===== config.mk =====
export PLATFORM = sky130hd
export DESIGN_NAME = wavelet_coef_quantizer
export DESIGN_NICKNAME = d
export VERILOG_FILES = /design/src/rtl/wavelet_coef_quantizer.sv
export SDC_FILE = /design/constraint.sdc
export NUM_CORES = 1
export LEC_CHECK = 0
export CAP_MARGIN = 5
export CORE_MARGIN = 2
export CORE_UTILIZATION = 42
export CTS_BUF_LIST = sky130_fd_sc_hd__clkbuf_16
export DETAILED_ROUTE_END_ITERATION = 16
export PLACE_DENSITY = 0.74
export SKIP_CTS_REPAIR_TIMING = 1
export SYNTH_ARGS = -nofsm -noshare
export SYNTH_HDL_FRONTEND = slang
export SYNTH_SLANG_ARGS = --single-unit

===== constraint.sdc =====
create_clock -name clk -period 2.7 [get_ports clk]
set_clock_uncertainty 0.1 [all_clocks]
set_input_delay 0.675 -clock clk [delete_from_list [all_inputs] [get_ports clk]]
set_output_delay 0.675 -clock clk [all_outputs]
set_load 0.02 [all_outputs]

===== src/rtl/wavelet_coef_quantizer.sv =====
// Reads one frame of wavelet coefficients from RAM, applies a dead-zone shift quantizer and
// streams sign-magnitude symbols through a 2-entry FIFO. Optional macro: QUANT_NZ_COUNT_EN.
module wavelet_coef_quantizer #(
  parameter int ADDR_W    = 12,
  parameter int NUM_WORDS = 4096,
  parameter int Q_SHIFT   = 4,
  parameter int OUT_W     = 8
) (
  input  logic              clk,
  input  logic              rst,
  input  logic              start,
  output logic [ADDR_W-1:0] ram_rd_addr,
  output logic              ram_rden,
  input  logic [15:0]       ram_q,
  output logic [OUT_W-1:0]  out_data,
  output logic              out_valid,
  input  logic              out_ready,
  output logic              out_last,
  output logic              busy,
  output logic              done
`ifdef QUANT_NZ_COUNT_EN
  ,
  output logic [ADDR_W:0]   nz_count
`endif
);

  typedef enum logic [1:0] {IDLE, READ, DRAIN, DONE} state_t;

  localparam logic [ADDR_W-1:0] LAST_ADDR = ADDR_W'(NUM_WORDS - 1);
  localparam logic [16:0]       QMAX      = 17'((1 << (OUT_W - 1)) - 1);

  state_t            state_q, state_d;
  logic [ADDR_W-1:0] addr_q, addr_d;
  logic              inflight_q, inflight_d;
  logic              inflight_last_q, inflight_last_d;
  logic [OUT_W:0]    mem_q [2];
  logic [OUT_W:0]    mem_d [2];
  logic              rd_ptr_q, rd_ptr_d;
  logic              wr_ptr_q, wr_ptr_d;
  logic [1:0]        count_q, count_d;
  logic              busy_q, busy_d;
  logic              done_q, done_d;
`ifdef QUANT_NZ_COUNT_EN
  logic [ADDR_W:0]   nz_q, nz_d;
`endif

  logic [16:0]       ext, mag, q_raw;
  logic [OUT_W-2:0]  q_sat;
  logic [OUT_W-1:0]  sym;
  logic [1:0]        occ_after_pop;
  logic              pop, issue;

  always_comb begin
    ext   = {ram_q[15], ram_q};
    mag   = ram_q[15] ? (~ext + 17'd1) : ext;
    q_raw = mag >> Q_SHIFT;
    q_sat = (q_raw > QMAX) ? QMAX[OUT_W-2:0] : q_raw[OUT_W-2:0];
    sym   = {ram_q[15] & (q_raw != 17'd0), q_sat};
  end

  assign out_valid   = (count_q != 2'd0);
  assign out_data    = out_valid ? mem_q[rd_ptr_q][OUT_W-1:0] : '0;
  assign out_last    = out_valid & mem_q[rd_ptr_q][OUT_W];
  assign ram_rd_addr = addr_q;
  assign ram_rden    = issue;
  assign busy        = busy_q;
  assign done        = done_q;
`ifdef QUANT_NZ_COUNT_EN
  assign nz_count    = nz_q;
`endif

  // A read may issue only if the FIFO slot it will land in is free after this cycle's pop.
  always_comb begin
    pop           = out_valid & out_ready;
    occ_after_pop = count_q - 2'(pop);
    issue         = (state_q == READ) && ((3'(occ_after_pop) + 3'(inflight_q)) < 3'd2);

    state_d         = state_q;
    addr_d          = addr_q;
    busy_d          = busy_q;
    done_d          = 1'b0;
    inflight_d      = issue;
    inflight_last_d = issue && (addr_q == LAST_ADDR);
    mem_d[0]        = mem_q[0];
    mem_d[1]        = mem_q[1];
    wr_ptr_d        = wr_ptr_q;
    rd_ptr_d        = rd_ptr_q;
    count_d         = count_q + 2'(inflight_q) - 2'(pop);
`ifdef QUANT_NZ_COUNT_EN
    nz_d            = nz_q;
`endif

    if (inflight_q) begin
      mem_d[wr_ptr_q] = {inflight_last_q, sym};
      wr_ptr_d        = ~wr_ptr_q;
    end
    if (pop) begin
      rd_ptr_d = ~rd_ptr_q;
`ifdef QUANT_NZ_COUNT_EN
      if (out_data[OUT_W-2:0] != '0) nz_d = nz_q + 1'b1;
`endif
    end

    case (state_q)
      IDLE: begin
        if (start) begin
          state_d = READ;
          addr_d  = '0;
          busy_d  = 1'b1;
`ifdef QUANT_NZ_COUNT_EN
          nz_d    = '0;
`endif
        end
      end
      READ: begin
        if (issue) begin
          if (addr_q == LAST_ADDR) state_d = DRAIN;
          else                     addr_d  = addr_q + 1'b1;
        end
      end
      DRAIN: begin
        if (!inflight_q && ((count_q == 2'd0) || ((count_q == 2'd1) && pop))) begin
          state_d = DONE;
          busy_d  = 1'b0;
          done_d  = 1'b1;
        end
      end
      DONE:    state_d = IDLE;
      default: state_d = IDLE;
    endcase
  end

  always_ff @(posedge clk or posedge rst) begin
    if (rst) begin
      state_q         <= IDLE;
      addr_q          <= '0;
      inflight_q      <= 1'b0;
      inflight_last_q <= 1'b0;
      mem_q[0]        <= '0;
      mem_q[1]        <= '0;
      rd_ptr_q        <= 1'b0;
      wr_ptr_q        <= 1'b0;
      count_q         <= 2'd0;
      busy_q          <= 1'b0;
      done_q          <= 1'b0;
`ifdef QUANT_NZ_COUNT_EN
      nz_q            <= '0;
`endif
    end else begin
      state_q         <= state_d;
      addr_q          <= addr_d;
      inflight_q      <= inflight_d;
      inflight_last_q <= inflight_last_d;
      mem_q           <= mem_d;
      rd_ptr_q        <= rd_ptr_d;
      wr_ptr_q        <= wr_ptr_d;
      count_q         <= count_d;
      busy_q          <= busy_d;
      done_q          <= done_d;
`ifdef QUANT_NZ_COUNT_EN
      nz_q            <= nz_d;
`endif
    end
  end

endmodule


# Word level (Yosys, flattened, before mapping)

Index checks and enable logic that the tools add are counted.

Input port bits: 20
Output and inout port bits: 25
Register bits after elaboration: 40
Word-level logic and storage cells: 79

Muxes and demuxes: 23
Bitwise operators: 8
Order comparisons: 5
Add/sub/neg operators: 6
Eq/ne operators: 10
Reductions and logical operators: 16

Operator list:

| kind                                                           | number |
|---|---|
| two-way mux 12 bit                                             | 3 |
| two-way mux 9 bit                                              | 4 |
| one-hot mux 12 bit (2 select lines)                            | 1 |
| bitwise mux 18 bit                                             | 1 |
| adder 17 x 1 -> 17 bit, second input constant                  | 1 |
| two-way mux 17 bit                                             | 1 |
| NOT 17 bit                                                     | 1 |
| nonzero test 17 bit                                            | 1 |
| greater-than comparator 13 x 7 -> 1 bit, second input constant | 1 |
| adder 12 x 1 -> 12 bit, second input constant                  | 1 |
| == test 12 bit, second input constant                          | 1 |
| demux 9 bit (select 1 bit)                                     | 1 |
| two-way mux 2 bit                                              | 4 |
| two-way mux 8 bit                                              | 1 |
| inequality test 2 bit, second input constant                   | 4 |
| one-hot mux 2 bit (4 select lines)                             | 1 |
| AND reduction 4 bit                                            | 2 |
| two-way mux 7 bit                                              | 1 |
| nonzero test 2 bit                                             | 3 |
| logical AND 1 bit                                              | 5 |
| == test 2 x 1 -> 1 bit, second input constant                  | 2 |
| == test 2 bit, second input constant                           | 2 |
| greater-or-equal comparator 2 bit, second input constant       | 2 |
| logical NOT 2 bit                                              | 2 |
| other kinds (14)                                               | 22 |

# Longest topological paths before layout

Gate-level depths: netlist of the first run.

Word-level depth: 8
Mapped depth: 9
Gate-level depth less buffers: 9

# Least setup slack after synthesis of the first run

Ideal clock, no wire load.

Path type: input to output
Start: in out_ready
End: out ram_rden
Data arrival time: 1721 ps
Path buffers: 0
Slack: 204 ps
Required time: 1925 ps
Stages: 7
Path through: inv_1 nor2_1 ha_1 inv_1 ha_1 nand3b_1 inv_1

Longest elaborated chain between the ends: 5

Ends and longest elaborated chain:

| item                                | RTL line | text |
|---|---|---|
| from (decl)                         | 17       | `input logic out_ready,` |
| AND 1 bit                           | 74       | `pop = out_valid & out_ready;` |
| net pop                             | 51       | `logic pop, issue;` |
| subtractor 2 x 1 -> 2 bit           | 75       | `occ_after_pop = count_q - 2'(pop);` |
| adder 2 x 1 -> 3 bit                | 76       | `issue = (state_q == READ) && ((3'(occ_after_pop) + 3'(inflight_q)) < 3'd2);` |
| less-than comparator 3 x 2 -> 1 bit | 76       |  |
| logical AND 1 bit                   | 76       |  |
| to (decl)                           | 13       | `output logic ram_rden,` |

The timed path passes the listed nets, and every way through them passes these cells.

# Final worst setup path of the first run

Ends and elaborated chain as after synthesis.

==> metrics.txt, run 1 <==
# TYPE chip_impl_metric gauge
chip_impl_info{name="outcome",value="complete, no violations"} 1
chip_impl_metric{name="drcViolationCount",unit=""} 0
chip_impl_info{name="crit-reg2reg-capture",value="ram_rd_addr[11]"} 1
chip_impl_metric{name="synth_edf_count",unit=""} 0
chip_impl_metric{name="dr.pass1.iters",unit=""} 4
chip_impl_metric{name="postPlaceCellArea",unit="sq mm"} 0.00289
chip_impl_metric{name="hold_depth",unit=""} 2
chip_impl_metric{name="tritoncts_num_sinks",unit=""} 40
chip_impl_metric{name="clk_latency",unit="ns"} 0.28
chip_impl_metric{name="grt_first_pass_wirelength",unit="mm"} 8.38
chip_impl_metric{name="final.setup.tns",unit="ns"} 0
chip_impl_metric{name="design.core.area",unit="sq mm"} 0.00514
chip_impl_metric{name="grt_max_degree",unit=""} 37
chip_impl_metric{name="vias",unit=""} 1886
chip_impl_metric{name="design.die.area",unit="sq mm"} 0.00599
chip_impl_metric{name="antennaDiodeCount",unit=""} 0
chip_impl_info{name="tritoncts_clock_tree",value="built"} 1
chip_impl_metric{name="cap_violations",unit=""} 0
chip_impl_metric{name="initial_antenna_violation_count",unit=""} 0
chip_impl_metric{name="clkSlewWorstSetupHoldPaths",unit="ns"} 0.06
chip_impl_metric{name="timing.final.max_slew_violations",unit=""} 0
chip_impl_metric{name="synthesis.area_per_instance",unit="sq um"} 9.42
chip_impl_metric{name="fp.dieH",unit="microns"} 77.4
chip_impl_metric{name="layout_worst_path_cycle_share",unit="%"} 94.5
chip_impl_metric{name="postSynthNetCount",unit=""} 268
chip_impl_metric{name="tritoncts.num_buffers",unit=""} 5
chip_impl_metric{name="setup_viol",unit=""} 0
chip_impl_metric{name="gp_congestion",unit=""} 0.819
chip_impl_metric{name="cellPowerDensity",unit="mW/mm^2"} 1010
chip_impl_metric{name="vdd_drop_max",unit="uV"} 542
chip_impl_metric{name="synthToLayoutAreaGrowth",unit="%"} 36.5
chip_impl_info{name="timing.critical_path.to_type",value="primary output"} 1
chip_impl_metric{name="timing.critical_path.fanout_max",unit=""} 4
chip_impl_metric{name="synth_register_bits",unit=""} 40
chip_impl_metric{name="dp_hpwl",unit="mm"} 3.34
chip_impl_metric{name="synth_cell_type_count",unit=""} 47
chip_impl_metric{name="nets",unit=""} 330
chip_impl_metric{name="place_worst_setup_slack",unit="ns"} -0.675
chip_impl_metric{name="cells_after_synthesis",unit=""} 240
chip_impl_metric{name="power_leakage",unit="nW"} 1.37
chip_impl_metric{name="timing.critical_path.required",unit="ns"} 1.92
chip_impl_info{name="rsz0062_at_grt",value="false"} 1
chip_impl_metric{name="synth.yosys.seq_area_share",unit="%"} 44.3
chip_impl_metric{name="finalWirelength",unit="mm"} 4.66
chip_impl_info{name="hold-path-endpoint",value="mem_q[15]"} 1
chip_impl_metric{name="reg2reg_setup_slack",unit="ns"} 0.32
chip_impl_metric{name="grt_overflow_total",unit=""} 0
chip_impl_metric{name="groute.usage.overall",unit="%"} 17.1
chip_impl_metric{name="worstPathArrival",unit="ns"} 1.78
chip_impl_metric{name="final.setup.worst_slack",unit="ns"} 0.149
chip_impl_info{name="hold_start",value="mem_q[15]"} 1
chip_impl_metric{name="design_area",unit="sq mm"} 0.00309
chip_impl_info{name="reg2reg_from",value="count_q[1]"} 1
chip_impl_metric{name="synth-warning-count",unit=""} 0
chip_impl_metric{name="floorplan.initialDensity",unit="%"} 44.0
chip_impl_info{name="timing_worst_setup_path_type",value="in2out"} 1
chip_impl_metric{name="report.final.hold_viol_count",unit=""} 0
chip_impl_info{name="cts-root-buf",value="clkbuf_16"} 1
chip_impl_metric{name="asyncSetResetFlopFracSynth",unit="%"} 100
chip_impl_metric{name="layout-drive-gt1-share",unit="%"} 16.8
chip_impl_info{name="synth_ff_type",value="dfrtp_1"} 1
chip_impl_metric{name="r2r_cells",unit=""} 12
chip_impl_metric{name="die-width",unit="microns"} 77.4
chip_impl_info{name="worstSetupStartpointType",value="primary input"} 1
chip_impl_metric{name="fmax",unit="MHz"} 392
chip_impl_metric{name="port_buffers",unit=""} 44
chip_impl_metric{name="first_global_vias",unit=""} 1829
chip_impl_metric{name="report.power.total",unit="mW"} 3.13
chip_impl_info{name="hp-class",value="reg2reg"} 1
chip_impl_metric{name="timing.max_slew.rel_slack",unit="%"} 61.3
chip_impl_metric{name="viasPerCell",unit=""} 5.06
chip_impl_metric{name="synth_area",unit="sq mm"} 0.00226
chip_impl_metric{name="io_pins",unit=""} 45
chip_impl_metric{name="worst_slew_pin_slew",unit="ns"} 0.580
chip_impl_metric{name="final_period_minus_worst_setup_slack",unit="ns"} 2.55
chip_impl_metric{name="drtAntennaViolNets",unit=""} 0
chip_impl_metric{name="htree_num_levels",unit=""} 2
chip_impl_metric{name="post_drt_wl_per_cell",unit="microns"} 12.5
chip_impl_metric{name="clk_path_buf_depth",unit=""} 2
chip_impl_metric{name="placementRows",unit=""} 26
chip_impl_metric{name="first_iter_violations",unit=""} 61
-- cell usage in the layout, fill, tap and decap left out, types with 2 or more instances in the layout --
cell type,instances
nand3b_1,2
buf_4,20
o31ai_1,3
xor2_1,2
clkbuf_16,5
nand4_1,4
o21ai_0,19
nor3_1,3
mux2_2,3
xnor2_1,17
and2_1,2
inv_2,3
nand3_1,7
nand2b_1,3
inv_1,8
or4_4,2
nor2_1,29
a211oi_1,2
o21ai_2,2
ha_1,7
mux2i_1,11
clkdlybuf4s50_1,42
dfrtp_1,39
nor4_1,7
nand2_1,31
-- routing by layer --
metal	vias up	track usage (%)	wire length (microns)
li1	957	-	-
met1	884	20.6	2100
met2	39	31.1	2350
met3	6	3.60	168
met4	0	4.29	48
met5	-	0	0
-- layout make-up --
class | count | area (sq um)
Tap cell | 70 | 87.6
Multi-Input combinational cell | 181 | 1220
Inverter | 10 | 37.5
Sequential cell | 40 | 1000
Timing Repair Buffer | 64 | 594
Clock buffer | 5 | 125
Fill cell | 487 | 2050
Clock inverter | 3 | 20.0
-- how the worst max path moves through the flow --
| stage | from | end | slack [ns] |
|---|---|---|---|
| 5_1_grt | ram_q[7] | mem_q[16] | 0.04 |
| 3_3_place_gp | out_ready | ram_rden | -0.65 |
| 4_1_cts | out_ready | ram_rden | -0.70 |
| 3_5_place_dp | out_ready | ram_rden | -0.68 |
| 2_1_floorplan | out_ready | ram_rden | 0.20 |
| 6_report | out_ready | ram_rden | 0.15 |
-- Yosys cell counts, drive strengths merged, types with 3 or more instances --
library cell / instances / area, sq um
nor2: 30 / 113
nand2b: 3 / 18.8
nand2: 31 / 116
nand4: 5 / 37.5
nand3: 8 / 45.0
inv: 10 / 37.5
nor3: 3 / 15.0
ha: 8 / 100
xnor2: 17 / 149
o31ai: 4 / 35.0
o21ai: 22 / 114
or4: 3 / 30.0
mux2: 4 / 48.8
mux2i: 11 / 110
dfrtp: 40 / 1000
nor4: 8 / 65.1
buf: 4 / 18.8
clkbuf: 5 / 18.8
-- critical path, cell delays in order --
cell and delay (ns):
dlymetal6s2s_1 0.13, inv_2 0.06, nor2_2 0.04, ha_1 0.29, inv_2 0.04, ha_4 0.15, nand3b_1 0.18, inv_2 0.09
buf_6 0.11
-- registers in the layout, indices dropped and copies added, names as in the netlist --
| register | count |
|---|---|
| done | 1 |
| mem_q | 18 |
| wr_ptr_q | 1 |
| inflight_last_q | 1 |
| state_q | 2 |
| count_q | 2 |
| busy | 1 |
| ram_rd_addr | 12 |
| rd_ptr_q | 1 |
| inflight_q | 1 |
-- power by group --
group / switching (mW) / internal [mW]
clock: 0.232 / 0.340
sequential: 0.193 / 0.814
combinational: 0.785 / 0.764
-- through the flow --
stage | hold slack [ns] | cells | utilization, %
finish | 0.378 | 373 | 60.0
global route | 0.406 | 373 | 60.0
CTS | 0.382 | 371 | 59.0
detailed placement | 0.369 | 363 | 56.2
global placement | 0.361 | 363 | 56.2
floorplan | 0.349 | 240 | -
-- kinds of logic after synthesis --
group / after synthesis / synth area share, %
compound gates: 35 / 9.68
xor+xnor: 19 / 7.36
fa+ha+maj: 8 / 4.43
buf+inv: 19 / 3.32
flops: 40 / 44.3
mux: 15 / 7.03
simple gates: 104 / 23.9
Note: power is estimated with default switching activity, not from simulation.
==> run 2: changes to the inputs <==
==> constraint.sdc (replaced) <==
create_clock -name clk -period 2.9 [get_ports clk]
set_clock_uncertainty 0.1 [all_clocks]
set_input_delay 0.725 -clock clk [delete_from_list [all_inputs] [get_ports clk]]
set_output_delay 0.725 -clock clk [all_outputs]
set_load 0.02 [all_outputs]
==> run 2 against run 1 <==
Compared with the run above: global-route usage up 0.18 points; critical path depth down 6; combinational power down 12%; routed wire length down 0.64%; worst hold slack worse by 0.0024 ns; non-clock buffer count down 3; critical path type is now reg2out; setup slack better by 0.040 ns; register-to-register slack better by 0.27 ns; total power down 6.2%.
==> metrics.txt, run 2 (synthesis gave the netlist of run 1 again) <==
# TYPE chip_impl_metric gauge
chip_impl_info{name="cts-root-buf",value="clkbuf_16"} 1
chip_impl_metric{name="synthToLayoutAreaGrowth",unit="%"} 35.6
chip_impl_metric{name="first_global_vias",unit=""} 1868
chip_impl_info{name="tritoncts_clock_tree",value="built"} 1
chip_impl_metric{name="timing.final.max_slew_violations",unit=""} 0
chip_impl_info{name="reg2reg_from",value="count_q[0]"} 1
chip_impl_metric{name="die-width",unit="microns"} 77.4
chip_impl_metric{name="drtAntennaViolNets",unit=""} 0
chip_impl_metric{name="report.final.hold_viol_count",unit=""} 0
chip_impl_metric{name="antennaDiodeCount",unit=""} 0
chip_impl_metric{name="timing.critical_path.required",unit="ns"} 2.08
chip_impl_metric{name="placed_instance_count",unit=""} 361
chip_impl_metric{name="timing.critical_path.fanout_max",unit=""} 10
chip_impl_metric{name="tritoncts_num_sinks",unit=""} 40
chip_impl_info{name="worstSetupStartpointType",value="flip-flop"} 1
chip_impl_metric{name="clkSlewWorstSetupHoldPaths",unit="ns"} 0.06
chip_impl_metric{name="clk_latency",unit="ns"} 0.28
chip_impl_info{name="crit-reg2reg-capture",value="ram_rd_addr[11]"} 1
chip_impl_metric{name="r2r_cells",unit=""} 11
chip_impl_info{name="hold-path-endpoint",value="mem_q[15]"} 1
chip_impl_metric{name="final_cells",unit=""} 370
chip_impl_metric{name="clk_path_buf_depth",unit=""} 2
chip_impl_metric{name="initial_antenna_violation_count",unit=""} 0
chip_impl_metric{name="port_buffers",unit=""} 44
chip_impl_metric{name="design.die.area",unit="sq mm"} 0.00599
chip_impl_metric{name="fp.dieH",unit="microns"} 77.4
chip_impl_metric{name="floorplan.initialDensity",unit="%"} 44.0
chip_impl_metric{name="final_period_minus_worst_setup_slack",unit="ns"} 2.71
chip_impl_metric{name="power_leakage",unit="nW"} 1.37
chip_impl_metric{name="setup_viol",unit=""} 0
chip_impl_metric{name="gp_congestion",unit=""} 0.846
chip_impl_metric{name="grt_max_degree",unit=""} 37
chip_impl_metric{name="fmax",unit="MHz"} 369
chip_impl_info{name="register_ranked_first_by_flip_flop_count",value="mem_q"} 1
chip_impl_metric{name="final.setup.tns",unit="ns"} 0
chip_impl_metric{name="cellPowerDensity",unit="mW/mm^2"} 957
chip_impl_metric{name="dr.pass1.iters",unit=""} 4
chip_impl_metric{name="dp_hpwl",unit="mm"} 3.38
chip_impl_metric{name="grt_first_pass_wirelength",unit="mm"} 8.42
chip_impl_info{name="outcome",value="complete, no violations"} 1
chip_impl_info{name="rsz0062_at_grt",value="false"} 1
chip_impl_metric{name="io_pins",unit=""} 45
chip_impl_metric{name="drcViolationCount",unit=""} 0
chip_impl_metric{name="nets",unit=""} 327
chip_impl_metric{name="post_drt_wl_per_cell",unit="microns"} 12.5
chip_impl_info{name="top_library_cells_by_usage_in_the_layout_fill_and_taps_aside",value="42 x clkdlybuf4s50_1, 40 x dfrtp_1, 31 x nand2_1"} 1
chip_impl_metric{name="timing.max_slew.rel_slack",unit="%"} 62.6
chip_impl_metric{name="layout-drive-gt1-share",unit="%"} 15.0
chip_impl_metric{name="cap_violations",unit=""} 0
chip_impl_metric{name="finalWirelength",unit="mm"} 4.63
chip_impl_info{name="mostFrequentLayoutCell",value="clkdlybuf4s50_1"} 1
chip_impl_metric{name="htree_num_levels",unit=""} 2
chip_impl_info{name="timing.critical_path.to_type",value="primary output"} 1
chip_impl_metric{name="worstPathArrival",unit="ns"} 1.89
chip_impl_metric{name="first_iter_violations",unit=""} 69
chip_impl_metric{name="vdd_drop_max",unit="uV"} 418
chip_impl_metric{name="design.core.area",unit="sq mm"} 0.00514
chip_impl_metric{name="largest_register_ff_count",unit=""} 18
chip_impl_metric{name="hold_depth",unit=""} 2
chip_impl_metric{name="placementRows",unit=""} 26
chip_impl_metric{name="worst_slew_pin_slew",unit="ns"} 0.560
chip_impl_info{name="hp-class",value="reg2reg"} 1
chip_impl_metric{name="reg2reg_setup_slack",unit="ns"} 0.59
chip_impl_metric{name="groute.usage.overall",unit="%"} 17.3
chip_impl_info{name="timing_worst_setup_path_type",value="reg2out"} 1
chip_impl_info{name="hold_start",value="mem_q[15]"} 1
chip_impl_metric{name="layout_worst_path_cycle_share",unit="%"} 93.5
chip_impl_metric{name="viasPerCell",unit=""} 5.09
chip_impl_metric{name="grt_overflow_total",unit=""} 0
chip_impl_metric{name="tritoncts.num_buffers",unit=""} 5
chip_impl_metric{name="vias",unit=""} 1882
run 2: worst max-delay path, cell delays in order, from the launching register on:
cell	delay [ns]
dfrtp_1	0.69
mux2i_1	0.15
nor2_1	0.14
clkdlybuf4s50_1	0.62
run 2: per-stage QoR:
| step | util [%] | cell area, sq um | power (mW) | setup WS (ns) | hold slack [ns] |
|---|---|---|---|---|---|
| finish | 59.6 | 3070 | 2.93 | 0.189 | 0.376 |
| global route | 59.6 | 3070 | 3.16 | 0.0616 | 0.411 |
| CTS | 59.1 | 3040 | 2.93 | -0.588 | 0.382 |
| detailed placement | 55.9 | 2870 | 2.28 | -0.584 | 0.369 |
| global placement | 55.9 | 2870 | 2.25 | -0.555 | 0.361 |
| floorplan | - | 2260 | 1.71 | 0.304 | 0.349 |
run 2: where the power goes:
group	switching, mW	leakage, nW	internal (mW)
clock	0.221	0.0798	0.404
sequential	0.187	0.483	0.756
combinational	0.708	0.805	0.659
run 2: worst max path at each step:
stage / endpoint / cells after the start / slack (ns) / start
3_3_place_gp: ram_rden / 9 / -0.55 / out_ready
6_report: out_data[2] / 3 / 0.19 / rd_ptr_q
5_1_grt: out_data[4] / 3 / 0.06 / rd_ptr_q
4_1_cts: ram_rden / 9 / -0.59 / out_ready
3_5_place_dp: ram_rden / 9 / -0.58 / out_ready
2_1_floorplan: ram_rden / 7 / 0.30 / out_ready
run 2: final cells by class:
class	instances	area (sq um)
flip-flops and latches	40	1000
well taps	70	87.6
repair buffers	61	572
multi-input cells	181	1200
inverters	10	37.5
clock inverters	3	42.5
clock buffers	5	125
fillers	469	2070
run 2: metal layers:
| layer | share of wire [%] | track usage [%] | wire, microns | vias up |
|---|---|---|---|---|
| met3 | 4.4 | 3.49 | 202 | 6 |
| met4 | 1.3 | 5.36 | 59 | 0 |
| li1 | - | - | - | 952 |
| met2 | 51 | 31.2 | 2360 | 49 |
| met5 | 0 | 0 | 0 | - |
| met1 | 43 | 20.7 | 2010 | 875 |
